## config.mk

```make
export PLATFORM = sky130hd
export DESIGN_NAME = stopwatch_display_flat
export DESIGN_NICKNAME = d
export VERILOG_FILES = /design/src/rtl/stopwatch_pkg.sv /design/src/rtl/stopwatch_display_if.sv /design/src/rtl/bin2bcd_seq.sv /design/src/rtl/stopwatch_display.sv /design/src/flat_wrapper.sv
export SDC_FILE = /design/constraint.sdc
export NUM_CORES = 1
export LEC_CHECK = 0
export CAP_MARGIN = 20
export CORE_MARGIN = 3
export CORE_UTILIZATION = 55
export CTS_BUF_LIST = sky130_fd_sc_hd__clkbuf_16
export DETAILED_ROUTE_END_ITERATION = 10
export PLACE_DENSITY = 0.76
export SETUP_SLACK_MARGIN = 0.3
export SYNTH_ARGS = -nofsm -noshare
export SYNTH_HDL_FRONTEND = slang
export SYNTH_SLANG_ARGS = --single-unit
```

## constraint.sdc

```tcl
create_clock -name clk -period 4.2 [get_ports clk]
set_input_delay 0.84 -clock clk [delete_from_list [all_inputs] [get_ports clk]]
set_output_delay 0.84 -clock clk [all_outputs]
set_load 0.05 [all_outputs]
```

## src/rtl/stopwatch_pkg.sv

```systemverilog
// ---------------------------------------------------------------------------
// stopwatch_pkg
// Shared definitions for the stopwatch display path:
//   - active-low seven-segment glyphs, bit order {g,f,e,d,c,b,a}
//   - converter FSM state enum
//   - digit-index type and the index of each display position
//   - MAX_SEG, the largest seconds value that can be shown without saturating
//   - digit_glyph(), which maps a 4-bit digit to its glyph (10..15 -> dash)
// ---------------------------------------------------------------------------
package stopwatch_pkg;

   localparam logic [6:0] GLYPH_0     = 7'b1000000;
   localparam logic [6:0] GLYPH_1     = 7'b1111001;
   localparam logic [6:0] GLYPH_2     = 7'b0100100;
   localparam logic [6:0] GLYPH_3     = 7'b0110000;
   localparam logic [6:0] GLYPH_4     = 7'b0011001;
   localparam logic [6:0] GLYPH_5     = 7'b0010010;
   localparam logic [6:0] GLYPH_6     = 7'b0000010;
   localparam logic [6:0] GLYPH_7     = 7'b1111000;
   localparam logic [6:0] GLYPH_8     = 7'b0000000;
   localparam logic [6:0] GLYPH_9     = 7'b0010000;
   localparam logic [6:0] GLYPH_DASH  = 7'b0111111;
   localparam logic [6:0] GLYPH_BLANK = 7'b1111111;

   localparam logic [9:0] MAX_SEG = 10'd999;

   typedef enum logic [1:0] {
      IDLE   = 2'd0,
      CONV   = 2'd1,
      COMMIT = 2'd2
   } conv_state_t;

   typedef logic [1:0] digit_idx_t;

   localparam digit_idx_t IDX_HUND   = 2'd3;
   localparam digit_idx_t IDX_TENS   = 2'd2;
   localparam digit_idx_t IDX_UNITS  = 2'd1;
   localparam digit_idx_t IDX_TENTHS = 2'd0;

   // Anything that is not a decimal digit is shown as a dash.
   function automatic logic [6:0] digit_glyph(input logic [3:0] d);
      logic [6:0] g;
      case (d)
         4'd0:    g = GLYPH_0;
         4'd1:    g = GLYPH_1;
         4'd2:    g = GLYPH_2;
         4'd3:    g = GLYPH_3;
         4'd4:    g = GLYPH_4;
         4'd5:    g = GLYPH_5;
         4'd6:    g = GLYPH_6;
         4'd7:    g = GLYPH_7;
         4'd8:    g = GLYPH_8;
         4'd9:    g = GLYPH_9;
         default: g = GLYPH_DASH;
      endcase
      return g;
   endfunction

endpackage

```

## src/rtl/stopwatch_display_if.sv

```systemverilog
// ---------------------------------------------------------------------------
// stopwatch_display_if
// Groups the counter inputs and the display outputs of stopwatch_display.
//   cont_seg [9:0] : seconds count, binary
//   cont_dec [3:0] : tenths count, binary
//   an       [3:0] : digit enables, active-low one-hot (an[3] = hundreds)
//   seg      [6:0] : segment cathodes, active-low, {g,f,e,d,c,b,a}
//   dp             : decimal point, active-low
//   ovf            : last committed seconds value was above 999
// master = counter/observer side, slave = the display block.
// ---------------------------------------------------------------------------
interface stopwatch_display_if;

   logic [9:0] cont_seg;
   logic [3:0] cont_dec;
   logic [3:0] an;
   logic [6:0] seg;
   logic       dp;
   logic       ovf;

   modport master (
      output cont_seg,
      output cont_dec,
      input  an,
      input  seg,
      input  dp,
      input  ovf
   );

   modport slave (
      input  cont_seg,
      input  cont_dec,
      output an,
      output seg,
      output dp,
      output ovf
   );

endinterface

```

## src/rtl/bin2bcd_seq.sv

```systemverilog
// ---------------------------------------------------------------------------
// bin2bcd_seq
// Serial shift-add-3 (double dabble) converter, 10-bit binary to 3 BCD digits.
//   clk, reset : clock, asynchronous active-low reset
//   start      : load bin_in and restart a conversion (takes priority)
//   bin_in     : binary value sampled on the start edge
//   bcd_out    : {hundreds, tens, units}; valid the cycle after done
//   done       : high during the last of the 10 iterations
// Only values up to 999 fit in 12 BCD bits; larger inputs give a
// truncated hundreds digit and must be saturated by the caller.
// ---------------------------------------------------------------------------
module bin2bcd_seq (
   input  logic        clk,
   input  logic        reset,
   input  logic        start,
   input  logic [9:0]  bin_in,
   output logic [11:0] bcd_out,
   output logic        done
);

   logic [9:0]  bin_q, bin_d;
   logic [11:0] bcd_q, bcd_d;
   logic [3:0]  cnt_q, cnt_d;
   logic        busy_q, busy_d;
   logic [11:0] adj;

   // One iteration per cycle: correct every nibble >= 5, then shift the
   // next binary bit into the BCD accumulator.
   always_comb begin
      adj = bcd_q;
      for (int i = 0; i < 3; i++) begin
         if (bcd_q[4*i +: 4] >= 4'd5) begin
            adj[4*i +: 4] = bcd_q[4*i +: 4] + 4'd3;
         end
      end

      bin_d  = bin_q;
      bcd_d  = bcd_q;
      cnt_d  = cnt_q;
      busy_d = busy_q;
      done   = 1'b0;

      if (start) begin
         bin_d  = bin_in;
         bcd_d  = '0;
         cnt_d  = '0;
         busy_d = 1'b1;
      end else if (busy_q) begin
         {bcd_d, bin_d} = {adj, bin_q} << 1;
         cnt_d          = cnt_q + 4'd1;
         if (cnt_q == 4'd9) begin
            busy_d = 1'b0;
            done   = 1'b1;
         end
      end
   end

   always_ff @(posedge clk or negedge reset) begin
      if (!reset) begin
         bin_q  <= '0;
         bcd_q  <= '0;
         cnt_q  <= '0;
         busy_q <= 1'b0;
      end else begin
         bin_q  <= bin_d;
         bcd_q  <= bcd_d;
         cnt_q  <= cnt_d;
         busy_q <= busy_d;
      end
   end

   assign bcd_out = bcd_q;

endmodule

```

## src/rtl/stopwatch_display.sv

```systemverilog
// ---------------------------------------------------------------------------
// stopwatch_display
// Snapshots the stopwatch counters, converts seconds to BCD, and drives a
// four-digit multiplexed seven-segment display showing "SSS.d".
//   SCAN_DIV : cycles each digit stays enabled (>= 1)
//   clk      : clock
//   reset    : asynchronous active-low reset
//   bus      : stopwatch_display_if.slave (cont_seg/cont_dec in,
//              an/seg/dp/ovf out, all outputs registered)
// Every 12 cycles: IDLE snapshots the inputs, CONV runs 10 converter
// iterations, COMMIT loads all digit registers and ovf on one edge.
// ---------------------------------------------------------------------------
module stopwatch_display
   import stopwatch_pkg::*;
#(
   parameter int SCAN_DIV = 4
) (
   input  logic               clk,
   input  logic               reset,
   stopwatch_display_if.slave bus
);

   localparam int PW = (SCAN_DIV > 1) ? $clog2(SCAN_DIV) : 1;
   localparam logic [PW-1:0] PRESC_MAX = PW'(SCAN_DIV - 1);

   conv_state_t   state_q, state_d;
   logic [3:0]    dec_snap_q, dec_snap_d;
   logic          ovf_snap_q, ovf_snap_d;
   logic [3:0]    hund_q, hund_d;
   logic [3:0]    tens_q, tens_d;
   logic [3:0]    unit_q, unit_d;
   logic [3:0]    tenth_q, tenth_d;
   logic          ovf_q, ovf_d;

   logic [PW-1:0] presc_q, presc_d;
   digit_idx_t    idx_q, idx_d;
   logic [3:0]    an_q, an_d;
   logic [6:0]    seg_q, seg_d;
   logic          dp_q, dp_d;

   logic          conv_start;
   logic          conv_done;
   logic [11:0]   bcd;

   bin2bcd_seq u_bin2bcd (
      .clk     (clk),
      .reset   (reset),
      .start   (conv_start),
      .bin_in  (bus.cont_seg),
      .bcd_out (bcd),
      .done    (conv_done)
   );

   // The converter latches cont_seg on the same IDLE edge that snapshots
   // the tenths and the overflow flag, so all three belong together.
   always_comb begin
      state_d    = state_q;
      dec_snap_d = dec_snap_q;
      ovf_snap_d = ovf_snap_q;
      hund_d     = hund_q;
      tens_d     = tens_q;
      unit_d     = unit_q;
      tenth_d    = tenth_q;
      ovf_d      = ovf_q;
      conv_start = 1'b0;

      case (state_q)
         IDLE: begin
            conv_start = 1'b1;
            dec_snap_d = bus.cont_dec;
            ovf_snap_d = (bus.cont_seg > MAX_SEG);
            state_d    = CONV;
         end
         CONV: begin
            if (conv_done) begin
               state_d = COMMIT;
            end
         end
         COMMIT: begin
            if (ovf_snap_q) begin
               hund_d = 4'd9;
               tens_d = 4'd9;
               unit_d = 4'd9;
               ovf_d  = 1'b1;
            end else begin
               hund_d = bcd[11:8];
               tens_d = bcd[7:4];
               unit_d = bcd[3:0];
               ovf_d  = 1'b0;
            end
            tenth_d = dec_snap_q;
            state_d = IDLE;
         end
         default: state_d = IDLE;
      endcase
   end

   always_ff @(posedge clk or negedge reset) begin
      if (!reset) begin
         state_q    <= IDLE;
         dec_snap_q <= '0;
         ovf_snap_q <= 1'b0;
         hund_q     <= '0;
         tens_q     <= '0;
         unit_q     <= '0;
         tenth_q    <= '0;
         ovf_q      <= 1'b0;
      end else begin
         state_q    <= state_d;
         dec_snap_q <= dec_snap_d;
         ovf_snap_q <= ovf_snap_d;
         hund_q     <= hund_d;
         tens_q     <= tens_d;
         unit_q     <= unit_d;
         tenth_q    <= tenth_d;
         ovf_q      <= ovf_d;
      end
   end

   // Scanner walks 3->2->1->0 (decrement wraps). The outputs are decoded
   // from the current index and digits and registered, so they lag both
   // an index step and a COMMIT by exactly one cycle.
   always_comb begin
      presc_d = presc_q + 1'b1;
      idx_d   = idx_q;
      if (presc_q == PRESC_MAX) begin
         presc_d = '0;
         idx_d   = idx_q - 1'b1;
      end

      an_d        = 4'b1111;
      an_d[idx_q] = 1'b0;
      dp_d        = (idx_q == IDX_UNITS) ? 1'b0 : 1'b1;

      seg_d = GLYPH_BLANK;
      case (idx_q)
         IDX_HUND:  seg_d = (hund_q == 4'd0) ? GLYPH_BLANK : digit_glyph(hund_q);
         IDX_TENS:  seg_d = (hund_q == 4'd0 && tens_q == 4'd0) ? GLYPH_BLANK
                                                               : digit_glyph(tens_q);
         IDX_UNITS: seg_d = digit_glyph(unit_q);
         default:   seg_d = digit_glyph(tenth_q);
      endcase
   end

   always_ff @(posedge clk or negedge reset) begin
      if (!reset) begin
         presc_q <= '0;
         idx_q   <= IDX_HUND;
         an_q    <= 4'b1111;
         seg_q   <= GLYPH_BLANK;
         dp_q    <= 1'b1;
      end else begin
         presc_q <= presc_d;
         idx_q   <= idx_d;
         an_q    <= an_d;
         seg_q   <= seg_d;
         dp_q    <= dp_d;
      end
   end

   assign bus.an  = an_q;
   assign bus.seg = seg_q;
   assign bus.dp  = dp_q;
   assign bus.ovf = ovf_q;

endmodule

```

## src/flat_wrapper.sv

```systemverilog
// flat-port wrapper written by rule: the top's interface ports become plain ports
module stopwatch_display_flat import stopwatch_pkg::*;
#(
   parameter int SCAN_DIV = 4
)
  (clk, reset, bus_cont_seg, bus_cont_dec, bus_an, bus_seg, bus_dp, bus_ovf);
  stopwatch_display_if bus_i ();
  input  logic clk;
  input  logic reset;
  input wire logic [$bits(bus_i.cont_seg)-1:0] bus_cont_seg;
  input wire logic [$bits(bus_i.cont_dec)-1:0] bus_cont_dec;
  output wire logic [$bits(bus_i.an)-1:0] bus_an;
  output wire logic [$bits(bus_i.seg)-1:0] bus_seg;
  output wire logic [$bits(bus_i.dp)-1:0] bus_dp;
  output wire logic [$bits(bus_i.ovf)-1:0] bus_ovf;
  assign bus_i.cont_seg = bus_cont_seg;
  assign bus_i.cont_dec = bus_cont_dec;
  assign bus_an = bus_i.an;
  assign bus_seg = bus_i.seg;
  assign bus_dp = bus_i.dp;
  assign bus_ovf = bus_i.ovf;
  stopwatch_display #(.SCAN_DIV(SCAN_DIV)) u_core (.clk(clk), .reset(reset), .bus(bus_i));
endmodule
```

* Word level (Yosys, flattened, before mapping) *
Memories as Yosys holds them, arrays and structs flattened.
Index checks and enable logic that the tools add are counted.

cells by class
  $add $sub $neg = 6
  $lt $le $gt $ge = 6
  eq/ne operators = 8
  mux-type cells = 29
  bitwise logic cells = 1
  reduce and logical (&&, ||, !) cells = 6

operators with widths
  operator                                                           count
  two-way mux 4 bit                                                  7
  two-way mux 12 bit                                                 2
  one-hot mux 7 bit (3 select lines)                                 1
  two-way mux 10 bit                                                 2
  two-way mux 7 bit                                                  2
  greater-or-equal comparator 4 x 3 -> 1 bit, second input constant  3
  > comparator 10 bit, second input constant                         1
  two-way mux 1 bit                                                  10
  adder 4 x 2 -> 4 bit, second input constant                        2
  equality test 2 bit, second input constant                         4
  zero test 4 bit                                                    2
  adder 4 x 1 -> 4 bit, second input constant                        1
  equality test 2 x 1 -> 1 bit, second input constant                2
  equality test 4 bit, second input constant                         1
  two-way mux 2 bit                                                  2
  NOT 4 bit                                                          1
  one-hot mux 2 bit (2 select lines)                                 1
  adder 3 x 2 -> 3 bit, second input constant                        1
  < comparator 2 x 3 -> 1 bit, second input constant                 1
  two-way mux 3 bit                                                  1
  adder 2 x 1 -> 2 bit, second input constant                        1
  demux 1 bit (select 2 bit)                                         1
  greater-or-equal comparator 2 x 1 -> 1 bit, second input constant  1
  logical AND 1 bit                                                  2
  other kinds (4)                                                    4

storage, ports and cells
  register bits = 67
  bits in read-only memories = 448
  memories kept = 4

memory list
  name              words  width  read ports  clocked after Yosys merged registers in  wr ports  line                 RTL
  (name not given)  16     7      1           0                                        0         stopwatch_pkg.sv:43  case (d)
  (name not given)  16     7      1           0                                        0         stopwatch_pkg.sv:43
  (name not given)  16     7      1           0                                        0         stopwatch_pkg.sv:43
  (name not given)  16     7      1           0                                        0         stopwatch_pkg.sv:43

* Depth between registers and ports, before layout *
Gate-level depths: netlist of the first run.

  depth in word-level cells = 6
  depth in mapped cells = 7
  mapped depth without buffers = 7

* Cells and area by module *
A second synthesis of the first run with hierarchy kept.

unflattened totals
  cells, all modules = 408
  area total of the unflattened synthesis = 3896.2 µm²

modules (own cells, without submodules)
  module             times used  cells each  area each (µm²)  sequential area each (µm²)
  stopwatch_display  1           258         2433.6           992.2
  bin2bcd_seq        1           150         1462.7           675.6

* Least setup slack after synthesis of the first run *
No wires, ideal clock.

  kind = register to output
  start point = reg u_core.an_q[1], in the netlist u_core.bus.an[1]
  end point = out bus_an[1]
  arrival = 0.917 ns
  required time = 3.360 ns
  setup slack = 2.443 ns
  cell stages (with the launch flop) = 2
  cell sequence = dfstp_2 -> buf_4

RTL lines
  element                   line                      RTL
  start: declaration        stopwatch_display.sv:37   logic [3:0] an_q, an_d;
  start signal: assignment  stopwatch_display.sv:155  an_q <= an_d;
  end: declaration          flat_wrapper.sv:12        output wire logic [$bits(bus_i.an)-1:0] bus_an;

No word-level cell between the ends.

* Worst setup path in the final report of the first run *
  start point = reg u_core.an_q[1], in the netlist u_core.bus.an[1]
  end point = out bus_an[1]

No word-level cell between the ends.

==> flow_metrics.tcl, run 1 <==
set metrics [dict create \
    cp-end-kind "output port" \
    reg2reg_depth 7 \
    start_kind "flip-flop" \
    numPlacedInstances 480 \
    power.density_mw_per_mm2 415 \
    crit-reg2reg-capture "u_core.bus.seg[0]$_DFF_PN1_" \
    critical_path.max_stage_delay_ns 0.79 \
    worst-path-buf-inv 1 \
    grt_start_max_net_pins 47 \
    worst_margin_slew_ns 1.01 \
    drt-pass1-iter-count 4 \
    min_delay_path_depth 1 \
    asyncSetResetFlopFracSynth_pct 100 \
    io_pins 29 \
    timing.hold.worst_endpoint "u_core.presc_q[0]$_DFF_PN0_" \
    synthesized_nets 444 \
    path_cells "clkdlybuf4s50_1" \
    grt_pass1_wl_um 12000 \
    fraction_of_the_yosys_area_taken_by_sequential_cells_pct 43.9 \
    rows 29 \
    syn_area_per_cell_um2 9.67 \
    die_width_um 89.1 \
    post_synth_xor_area_fraction_pct 2.07 \
    grt.total_usage_pct 19.4 \
    regToRegSetupSlack_ns 2.36 \
    floorplan.die_area_mm2 0.00795 \
    fmax_ghz 0.406 \
    cts_num_sinks 66 \
    placement.io_buffers 28 \
    synthesis.instances 393 \
    fraction_of_layout_instances_using_a_drive_strength_above_1_pct 9.79 \
    detail_route.iter0.violations 135 \
    final_net_count 465 \
    postLayoutSetupSlackWorst_ns 1.74 \
    grt_setup_unrepaired "no" \
    min_path_type "flip-flop to flip-flop" \
    coreArea_mm2 0.00653 \
    synth_top_family_by_area "compound AO/OA/AOI/OAI gates" \
    routed_via_density 5.68 \
    pwr-share-comb_pct 21.0 \
    initial_core_util_pct 58.2 \
    grt_antenna_before_repair 0 \
    first_global_vias 2723 \
    use_met1_pct 23.4 \
    status "completed" \
    drcViolationCount 0 \
    place_hpwl_um 4990 \
    die_y_extent_um 89.1 \
    dominantRegCellSynth "dfrtp_1" \
    cts_made_buffers 9 \
    synthAdderAreaFrac_pct 11.5 \
    syn_to_final_growth_pct 14.3 \
    postRouteWirelength_um 7030 \
    worstSetupPathType "flip-flop to output port" \
    layout_worst_path_cycle_share_pct 58.6 \
    preCtsSetupSlack_ns 2.07 \
    placement.cell_area_mm2 0.00409 \
    slew_headroom_pct 32.4 \
    cts.path.max_buffers 2 \
    post_synth_mux_area_share_pct 7.18 \
    synth_compound_area_share_pct 16.6 \
    worstPathArrival_ns 1.62 \
    power.static_leakage_nw 2.01 \
    clock_insertion_delay_worst_skew_ns 0.32 \
    intPower_mw 1.25 \
    hp-start "u_core.presc_q[0]$_DFF_PN0_" \
    critical_path.reg2reg.startpoint "u_core.hund_q[1]$_DFFE_PN0N_" \
    cap_violations 0 \
    gpl.final_weighted_congestion 0.873 \
    postCtsSetupRepairBufs 0 \
    path_delay_family "buffers and inverters" \
    syn_area_mm2 0.00380 \
    critPathMaxFanout 2 \
    antennaDiodeCount 0 \
    power_frac_seq_pct 44.1 \
    area_share_of_and_or_nand_nor_cells_after_synthesis_pct 13.4 \
    htree_levels 3 \
    setup_total_negative_slack_ns 0 \
    wl_per_cell_um 14.2 \
    final_hold_viol_count 0 \
    setup_viol 0 \
    gr-usage-met3_pct 6.08 \
    timing.final.max_slew_violations 0 \
    cts_hold_repair.buffers 0 \
    most_congested_layer_reported_by_global_routing "met2" \
    sw_frac_of_total_pct 30.9 \
    number_of_routed_nets_with_antenna_violations 0 \
    synth-edff-count 0 \
    dr_total_vias 2816 \
    postCtsResizedCells 0 \
    crit_slowest_cell "clkdlybuf4s50_1" \
    peakVddDrop_v 0.000343 \
    power.share.clock_pct 34.9 \
    required_ns 3.36 \
    ys.warnings.count 0 \
    p_sw_uw 557 \
    min_period_ns 2.46 \
    synth.lib_cells_used.distinct 43 \
    gr-total-overflow 0 \
    final_design_area_no_fill_mm2 0.00434 \
    final-instance-count-excl-fill 496 \
    tritoncts_clock_tree "built" \
    critical_path_depth 1 \
    grtUsageMet2_pct 33.1 \
    cts.clk_slew.worst_paths_ns 0.05 \
    postSynthRegisterBits 66 \
    cts-root-buf "clkbuf_16" \
    worst_clock_skew_ns 0.00847 \
]
## layout by cell type, fill, tap and decap left out, types with 6 or more instances in the layout
master and instances:
dfstp_2 13, clkbuf_16 9, nand2b_1 17, dfrtp_1 53
inv_1 31, nand3_1 7, nor2_1 29, mux2_2 10
ha_1 35, nand2_1 38, a21oi_1 24, o21ai_0 39
mux2i_1 16, xnor2_1 6, clkdlybuf4s50_1 27
## sequential cells by signal, summed over array words and instances, names as in the netlist
signal and flops:
u_core.tenth_q 4, u_core.bus.an 4, u_core.presc_q 2, u_core.u_bin2bcd.busy_q 1, u_core.bus.seg 7, u_core.tens_q 4, u_core.dec_snap_q 4, u_core.u_bin2bcd.bcd_out 12
u_core.u_bin2bcd.bin_q 10, u_core.bus.ovf 1, u_core.state_q 2, u_core.u_bin2bcd.cnt_q 4, u_core.ovf_snap_q 1, u_core.unit_q 4, u_core.idx_q 2, u_core.hund_q 4
## cells in the mapped netlist, types with 2 or more instances
library cell	instances	area (um^2)
mux2i_1	16	160
xnor2_1	6	52.6
inv_1	26	97.6
mux2_2	10	113
o211ai_1	3	22.5
nand2b_1	17	106
a22oi_1	2	15.0
a31oi_1	4	25.0
nand2_1	38	143
dfstp_2	13	342
ha_1	35	438
o21ai_0	39	195
nor3_1	3	15.0
clkbuf_1	9	33.8
nand4_1	2	12.5
a32oi_1	4	35.0
nor2b_1	5	31.3
nand3_1	7	35.0
o21a_1	2	15.0
o221ai_1	5	43.8
a211oi_1	5	37.5
buf_6	2	22.5
a21o_1	5	37.5
nor2_1	30	113
dfrtp_1	53	1330
a21oi_1	24	120
o31ai_1	3	22.5
buf_2	8	40.0
xor2_1	3	26.3
## how the worst max path moves through the flow
stage	end	from	slack (ns)
global route	bus_an[1]	u_core.bus.an[1]$_DFF_PN1_	1.68
floorplan	bus_an[1]	u_core.bus.an[1]$_DFF_PN1_	2.44
finish	bus_an[1]	u_core.bus.an[1]$_DFF_PN1_	1.74
detailed placement	bus_seg[0]	u_core.bus.seg[0]$_DFF_PN1_	2.07
global placement	bus_dp	u_core.bus.an[1]$_DFF_PN1_	2.07
CTS	bus_seg[0]	u_core.bus.seg[0]$_DFF_PN1_	1.73
## power by group through the flow
stage	registers, mW	logic [mW]	clock network (mW)
2_1_floorplan	0.768	0.322	0
3_3_place_gp	0.799	0.366	0
3_5_place_dp	0.804	0.377	0
4_1_cts	0.793	0.381	0.637
5_1_grt	0.809	0.434	0.671
6_report	0.794	0.379	0.629
## layer usage
layer,up-vias,wire [um]
met3,16,228
met2,46,3520
met1,1346,3130
met4,0,156
met5,-,0
li1,1408,-
## metrics by stage
stage | utilization, % | hold slack [ns] | power [mW]
2_1_floorplan | - | 0.403 | 1.09
3_3_place_gp | 62.6 | 0.414 | 1.17
3_5_place_dp | 62.6 | 0.427 | 1.18
4_1_cts | 66.5 | 0.435 | 1.81
5_1_grt | 66.5 | 0.439 | 1.91
6_report | 66.5 | 0.429 | 1.80
## layout make-up
type | instances | area [um^2]
Fill cell | 527 | 2190
Inverter | 26 | 97.6
Tap cell | 77 | 96.3
Multi-Input combinational cell | 280 | 1930
Clock inverter | 7 | 27.5
Timing Repair Buffer | 31 | 298
Sequential cell | 66 | 1670
Clock buffer | 9 | 225
## logic make-up (layout without fill, tap and decap cells)
family	after synthesis	in the layout
flip-flops	66	66
multiplexers	26	26
AND/OR/NAND/NOR	107	107
XOR/XNOR	9	9
buffers and inverters	47	73
AO/OA/AOI/OAI	103	103
adder cells (fa/ha/maj)	35	35
No activity file was read; power rests on OpenSTA's default activity.
==> run 2: changes to the inputs <==
--- a/config.mk
+++ b/config.mk
@@ -7,7 +7,7 @@
 export LEC_CHECK = 0
 export CAP_MARGIN = 20
 export CORE_MARGIN = 3
-export CORE_UTILIZATION = 55
+export CORE_UTILIZATION = 53
 export CTS_BUF_LIST = sky130_fd_sc_hd__clkbuf_16
 export DETAILED_ROUTE_END_ITERATION = 10
 export PLACE_DENSITY = 0.76
==> constraint.sdc (replaced) <==
create_clock -name clk -period 2.2 [get_ports clk]
set_input_delay 0.44 -clock clk [delete_from_list [all_inputs] [get_ports clk]]
set_output_delay 0.44 -clock clk [all_outputs]
set_load 0.05 [all_outputs]
==> flow_metrics.tcl, run 2 (synthesis gave the netlist of run 1 again) <==
set metrics [dict create \
    status "completed" \
    first_global_vias 2805 \
    placement.io_buffers 28 \
    io_pins 29 \
    layout_worst_path_cycle_share_pct 81.4 \
    cts-root-buf "clkbuf_16" \
    initial_core_util_pct 55.3 \
    min_period_ns 1.79 \
    placement.cell_area_mm2 0.00414 \
    wl_per_cell_um 14.0 \
    cts_hold_repair.buffers 0 \
    crit_slowest_cell "dlygate4sd2_1" \
    grt_setup_unrepaired "no" \
    floorplan.die_area_mm2 0.00822 \
    postCtsSetupRepairBufs 0 \
    grt_antenna_before_repair 0 \
    dr_total_vias 2817 \
    cts.clk_slew.worst_paths_ns 0.06 \
    final_net_count 468 \
    power.density_mw_per_mm2 847 \
    worst_margin_slew_ns 0.488 \
    setup_total_negative_slack_ns 0 \
    die_y_extent_um 90.7 \
    cap_violations 0 \
    worst-path-buf-inv 1 \
    final_design_area_no_fill_mm2 0.00445 \
    fmax_ghz 0.558 \
    drt-pass1-iter-count 4 \
    required_ns 1.76 \
    cts_num_sinks 66 \
    cp-end-kind "output port" \
    setup_viol 0 \
    gpl.final_weighted_congestion 0.873 \
    tritoncts_clock_tree "built" \
    mostFrequentLayoutCell "dfrtp_1" \
    postLayoutSetupSlackWorst_ns 0.408 \
    fin_hold_ws_ns 0.118 \
    clock_insertion_delay_worst_skew_ns 0.32 \
    syn_to_final_growth_pct 17.0 \
    slew_headroom_pct 66.6 \
    drcViolationCount 0 \
    worst_clock_skew_ns 0.00906 \
    cts_made_buffers 9 \
    worstPathArrival_ns 1.35 \
    mostFrequentLayoutCells "53 x dfrtp_1, 39 x o21ai_0, 38 x nand2_1" \
    grt_start_max_net_pins 40 \
    power.static_leakage_nw 2.04 \
    rows 30 \
    coreArea_mm2 0.00687 \
    start_kind "flip-flop" \
    antennaDiodeCount 0 \
    path_cells "dlygate4sd2_1" \
    post-route-util_pct 64.7 \
    final_hold_viol_count 0 \
    postRouteWirelength_um 7250 \
    detail_route.iter0.violations 85 \
    path_delay_family "buffers and inverters" \
    routed_via_density 5.44 \
    fraction_of_layout_instances_using_a_drive_strength_above_1_pct 12.3 \
    worstSetupPathType "flip-flop to output port" \
    critPathMaxFanout 1 \
    grt.total_usage_pct 18.9 \
    largest_register_ff_count 12 \
    grt_pass1_wl_um 12600 \
    peakVddDrop_v 0.000524 \
    number_of_routed_nets_with_antenna_violations 0 \
    cts.path.max_buffers 2 \
    timing.final.max_slew_violations 0 \
    preCtsSetupSlack_ns 0.429 \
    htree_levels 3 \
    min_path_type "input pin to asynchronous set/reset pin" \
    critical_path.max_stage_delay_ns 0.52 \
    gr-total-overflow 0 \
    die_width_um 90.7 \
    place_hpwl_um 4970 \
]
-- run 2: cell count changes in the layout (fill, tap and decap cells not counted), moves of 2 or more --
| cell | delta |
|---|---|
| buf_4 | +3 |
| clkinvlp_4 | +2 |
| bufinv_16 | +2 |
| inv_1 | -6 |
| dlygate4sd2_1 | +13 |
| clkdlybuf4s50_1 | -13 |
-- run 2: layout make-up --
type | count | area, um^2
well taps | 96 | 120
flip-flops and latches | 66 | 1670
clock inverters | 7 | 93.8
multi-input cells | 280 | 1940
repair buffers | 34 | 304
fillers | 560 | 2420
inverters | 26 | 97.6
clock buffers | 9 | 225
-- run 2: per-layer routing --
layer	global-route usage, %	vias up	part of all wire [%]
li1	-	1401	-
met1	24.1	1332	46
met2	30.4	72	48
met3	4.75	12	4.3
met4	8.16	0	1.8
met5	0	-	0
-- run 2: repair_timing --
action | 4_1_cts | 5_1_grt
gates resized for setup | 13 | 3
pin swaps | 0 | 0
endpoints found under the hold margin | 0 | 0
setup endpoints to repair | 13 | 5
-- run 2: final timing paths --
| path | from | to | slack [ns] | cells after the start |
|---|---|---|---|---|
| max reg2reg | u_core.idx_q[1]$_DFFE_PN1P_ | u_core.bus.seg[5]$_DFF_PN1_ | 0.41 | 5 |
| min | reset | u_core.tenth_q[0]$_DFFE_PN0N_ | 0.12 | 2 |
| min reg2reg | u_core.presc_q[0]$_DFF_PN0_ | u_core.presc_q[0]$_DFF_PN0_ | 0.43 | 1 |
| max | u_core.bus.seg[4]$_DFF_PN1_ | bus_seg[4] | 0.41 | 1 |
| max in group asynchronous | reset | u_core.bus.an[2]$_DFF_PN1_ | 1.68 | 2 |
| min in group clk | u_core.presc_q[0]$_DFF_PN0_ | u_core.presc_q[0]$_DFF_PN0_ | 0.43 | 1 |
-- run 2: per-stage QoR --
stage               std cells  total power, mW
global route              518             3.98
CTS                       518             3.79
detailed placement        502             2.27
floorplan                 393             2.08
global placement          502             2.24
finish                    518             3.77
-- run 2: report_power, final --
| part | total (mW) | internal (mW) | switching (mW) | leakage (nW) |
|---|---|---|---|---|
| Sequential | 1.52 | 1.32 | 0.193 | 0.804 |
| Clock | 1.51 | 0.988 | 0.518 | 0.151 |
| Combinational | 0.741 | 0.325 | 0.416 | 1.08 |
| Total | 3.77 | 2.64 | 1.13 | 2.04 |
